`src/rtl/bcd_neg_sequencer.sv`:
```
`default_nettype none
// ============================================================================
// Module      : bcd_neg_sequencer
// Description : Walks every matrix register-file entry, passes it through the
//               external BCD negation datapath and writes it back in place.
//               Optional macro NEG_ZERO_CANON_EN canonicalises 9'h100 to 9'h000.
// Revision    : 1.0 - initial release
// ============================================================================
module bcd_neg_sequencer #(
    parameter int N_ENTRIES = 9,
    parameter int ADDR_W    = 4
) (
    input  logic              clk,
    input  logic              nrst,
    input  logic              start,
    input  logic              abort,
    output logic              busy,
    output logic              done,
    output logic [ADDR_W-1:0] rd_addr,
    input  logic [8:0]        rd_data,
    output logic [8:0]        conv_in,
    input  logic [8:0]        conv_out,
    output logic              wr_en,
    output logic [ADDR_W-1:0] wr_addr,
    output logic [8:0]        wr_data,
    output logic [4:0]        neg_count
);

    localparam logic [ADDR_W-1:0] C_LAST_INDEX = ADDR_W'(N_ENTRIES - 1);
    localparam logic [4:0]        C_NEG_MAX    = 5'd16;

    typedef enum logic [2:0] {
        S_IDLE  = 3'd0,
        S_READ  = 3'd1,
        S_CONV  = 3'd2,
        S_WRITE = 3'd3,
        S_DONE  = 3'd4
    } state_t;

    state_t            r_state;
    state_t            w_next;
    logic [ADDR_W-1:0] r_index;
    logic [8:0]        r_result;
    logic [4:0]        r_neg_cnt;
    logic [4:0]        r_neg_count;
    logic              w_neg_zero;
    logic [8:0]        w_capture;
    logic              w_count_neg;

`ifdef NEG_ZERO_CANON_EN
    assign w_neg_zero = (rd_data == 9'h100);
`else
    assign w_neg_zero = 1'b0;
`endif

    assign w_capture   = w_neg_zero ? 9'h000 : conv_out;
    assign w_count_neg = rd_data[8] && !w_neg_zero;

    always_ff @(posedge clk or negedge nrst) begin
        if (!nrst) begin
            r_state <= S_IDLE;
        end else begin
            r_state <= w_next;
        end
    end

    // Abort overrides every transition out of a non-idle state.
    always_comb begin
        w_next = r_state;
        case (r_state)
            S_IDLE:  if (start && !abort) w_next = S_READ;
            S_READ:  w_next = S_CONV;
            S_CONV:  w_next = S_WRITE;
            S_WRITE: w_next = (r_index == C_LAST_INDEX) ? S_DONE : S_READ;
            S_DONE:  w_next = S_IDLE;
            default: w_next = S_IDLE;
        endcase
        if (abort && (r_state != S_IDLE)) begin
            w_next = S_IDLE;
        end
    end

    always_ff @(posedge clk or negedge nrst) begin
        if (!nrst) begin
            r_index     <= '0;
            r_result    <= 9'h000;
            r_neg_cnt   <= 5'd0;
            r_neg_count <= 5'd0;
        end else if (!abort) begin
            case (r_state)
                S_IDLE: begin
                    if (start) begin
                        r_index   <= '0;
                        r_neg_cnt <= 5'd0;
                    end
                end
                S_CONV: begin
                    r_result <= w_capture;
                    if (w_count_neg && (r_neg_cnt != C_NEG_MAX)) begin
                        r_neg_cnt <= r_neg_cnt + 5'd1;
                    end
                end
                S_WRITE: begin
                    if (r_index != C_LAST_INDEX) begin
                        r_index <= r_index + 1'b1;
                    end
                end
                S_DONE:  r_neg_count <= r_neg_cnt;
                default: ;
            endcase
        end
    end

    // Outputs decode straight from state so an async reset clears them at once.
    always_comb begin
        busy    = (r_state != S_IDLE);
        done    = (r_state == S_DONE) && !abort;
        rd_addr = (r_state != S_IDLE) ? r_index : '0;
        conv_in = (r_state == S_CONV) ? rd_data : 9'h000;
        wr_en   = (r_state == S_WRITE) && !abort;
        wr_addr = (r_state == S_WRITE) ? r_index : '0;
        wr_data = (r_state == S_WRITE) ? r_result : 9'h000;
    end

    assign neg_count = r_neg_count;

endmodule
`default_nettype wire

```
`config.mk`:
```
export PLATFORM = sky130hd
export DESIGN_NAME = bcd_neg_sequencer
export DESIGN_NICKNAME = d
export VERILOG_FILES = /design/src/rtl/bcd_neg_sequencer.sv
export SDC_FILE = /design/constraint.sdc
export NUM_CORES = 1
export LEC_CHECK = 0
export CAP_MARGIN = 20
export CORE_MARGIN = 2
export CORE_UTILIZATION = 43
export DETAILED_ROUTE_END_ITERATION = 7
export PLACE_DENSITY = 0.79
export SYNTH_ARGS = -nofsm -noshare
export SYNTH_HDL_FRONTEND = slang
export SYNTH_SLANG_ARGS = --single-unit
```
`constraint.sdc`:
```
create_clock -name clk -period 2.2 [get_ports clk]
set_input_delay 0.33 -clock clk [delete_from_list [all_inputs] [get_ports clk]]
set_output_delay 0.33 -clock clk [all_outputs]
set_load 0.01 [all_outputs]
```
==> results.sh <==
export IMPL_drive_gt1_share_pct=22.2
export IMPL_timing_final_crit_share_pct=97.3
export IMPL_max_freq_mhz=467
export IMPL_die_w_um=62.0
export IMPL_grt_pass1_wl_um=5400
export IMPL_grt_max_degree=27
export IMPL_slew_viol_final=0
export IMPL_netlist_instances=133
export IMPL_synth_area_per_cell_um2=10.9
export IMPL_routed_wl_um=3420
export IMPL_fin_crit_ns=2.14
export IMPL_numPortBuffers=55
export IMPL_cpMaxStageDelayCell="clkdlybuf4s50_1"
export IMPL_crit_fanout=5
export IMPL_arrival_ns=1.81
export IMPL_insertedDiodeCount=0
export IMPL_pin_count=56
export IMPL_yosysWarnings=0
export IMPL_synth_main_ff_cell="dfrtp_1"
export IMPL_hold_class="in -> async"
export IMPL_cp_required_ns=1.87
export IMPL_clk_path_buf_depth=2
export IMPL_dieArea_um2=3850
export IMPL_grt_pass1_vias=1175
export IMPL_leakage_nw=1.18
export IMPL_start_kind="flop"
export IMPL_skew_ns=0.00156
export IMPL_status="finished, final reports clean"
export IMPL_drc=0
export IMPL_yosysTopAreaCell="dfrtp_1"
export IMPL_cp_cell_sequence="buf_4 -> nor4b_4 -> clkdlybuf4s50_1"
export IMPL_max_slew_margin_pct=78.0
export IMPL_drt_first_iter_violations=41
export IMPL_power_total_mw=1.44
export IMPL_routabilityCongestion=0.733
export IMPL_cts_sinks=26
export IMPL_vias=1262
export IMPL_p_per_area_nw_per_um2=648
export IMPL_syn_nets=159
export IMPL_place_area_um2=2060
export IMPL_final_common_cell="clkdlybuf4s50_1"
export IMPL_design_area_um2=2230
export IMPL_cpPeakStageDelay_ns=0.59
export IMPL_grt_ovfl_total=0
export IMPL_postLayoutCoreUtil_pct=67.8
export IMPL_cts_tree="built"
export IMPL_mostFrequentLayoutCells="clkdlybuf4s50_1 (30), and2_1 (23), dfrtp_1 (23), mux2_2 (14), dlygate4sd2_1 (14)"
export IMPL_firstDrtPassIters=4
export IMPL_endpoint_kind="output port"
export IMPL_maxCapViolCount=0
export IMPL_finalHoldViolCount=0
export IMPL_synth_seq_cells=26
export IMPL_wl_per_cell_um=13.7
export IMPL_synth_edf_count=0
export IMPL_whs_ns=0.341
export IMPL_cts_inserted_buffers=3
export IMPL_vias_per_cell=5.07
export IMPL_r2r_slack_ns=0.25
export IMPL_setup_viol=0
export IMPL_worst_pin_slew_ns=0.331
export IMPL_num_rows=21
export IMPL_yosysSeqAreaShare_pct=44.9
export IMPL_clk_pin_slew_worst_paths_ns=0.14
export IMPL_grt_usage_pct=18.8
export IMPL_clk_latency_ns=0.33
export IMPL_final_antenna_net_count=0
export IMPL_ir_drop_v=0.000272
export IMPL_nets=230
export IMPL_core_area_um2=3280
export IMPL_async_flop_share_pct=100
export IMPL_cts_max_level=1
export IMPL_antenna_found_initial=0
export IMPL_setup_tns_ns=0
export IMPL_path_class="reg -> out"
export IMPL_synthDominantCellAreaShare_pct=44.9
export IMPL_synth_cell_types=38
export IMPL_hpwl_um=2430
export IMPL_syn2layout_area_growth_pct=53.9
export IMPL_initial_core_util_pct=44.1
export IMPL_chipHeight_um=62.0
export IMPL_synth_cell_area_um2=1450
export IMPL_hold_buffers=0
export IMPL_synth_area_leaders="dfrtp_1 (45%), mux2_2 (11%), and2_1 (9.9%), ha_1 (3.5%), nor2_1 (1.8%)"
export IMPL_root_buffer="clkbuf_4"
-- cell type report --
class | instances | area [um^2]
tap | 46 | 57.6
sequential | 26 | 654
timing repair buffer | 71 | 684
fill | 263 | 1060
clock buffer | 3 | 22.5
clock inverter | 1 | 30.0
inverter | 5 | 18.8
multi-input combinational | 97 | 761
-- synth_stat cells (3+ instances only) --
| library cell | number |
|---|---|
| o21ai_1 | 3 |
| mux2_2 | 14 |
| clkbuf_1 | 4 |
| ha_1 | 4 |
| nor2_1 | 7 |
| nand3_1 | 3 |
| inv_1 | 5 |
| dfrtp_1 | 26 |
| nand2_1 | 6 |
| and2_1 | 23 |
| o21ai_0 | 4 |
-- per-stage QoR --
| step | setup WS [ns] | instances |
|---|---|---|
| after floorplan | 0.570 | 133 |
| after global placement | 0.166 | 234 |
| after detailed placement | 0.169 | 234 |
| after CTS | -0.0478 | 244 |
| after global routing | -0.0104 | 249 |
| final | 0.0591 | 249 |
-- what timing repair did --
action | 4_1_cts | 5_1_grt
buffers inserted | 4 | 5
gates cloned | 2 | 0
gates resized for setup | 21 | 12
pin swaps | 1 | 0
endpoints found under the setup margin | 23 | 12
-- worst max-delay path: cells and delay by family, from the launching register on --
kind | cells | cell delay, ns
buffers and inverters | 2 | 0.76
and+or+nand+nor | 1 | 0.24
DFF | 1 | 0.48
-- sequential cells by signal, summed over array words and instances, names as in the netlist --
register   cells
r_result       9
neg_count      5
r_neg_cnt      5
r_index        4
r_state        3
-- report_power, final --
group	switching, mW	internal, mW
Combinational	0.184	0.268
Clock	0.147	0.184
Sequential	0.0753	0.584
-- final timing paths --
path                             start           end  depth (start not counted)
max                         r_state[2]          done                          3
min                               nrst   r_result[8]                          2
max reg2reg                 r_state[2]  r_neg_cnt[4]                          7
min reg2reg                r_result[0]   r_result[0]                          1
max in group asynchronous         nrst    r_state[2]                          2
min in group clk           r_result[0]   r_result[0]                          1
-- layer usage --
metal	GRT usage [%]	part of all wire [%]	vias up
met1	23.0	40	600
met4	5.47	1.3	0
li1	-	-	603
met3	3.31	7.9	5
met2	33.6	51	54
met5	0	0	-
-- kinds of logic (layout without fill, tap and decap cells) --
| family | after synthesis | after routing | share of synthesized area [%] |
|---|---|---|---|
| multiplexers | 15 | 15 | 11.6 |
| buffers and inverters | 11 | 80 | 3.89 |
| adder cells (fa/ha/maj) | 4 | 4 | 3.46 |
| AND/OR/NAND/NOR | 58 | 59 | 26.5 |
| XOR/XNOR | 1 | 1 | 0.605 |
| flip-flops | 26 | 26 | 44.9 |
| AO/OA/AOI/OAI | 18 | 18 | 8.99 |
Note: power is estimated with default switching activity, not from simulation.
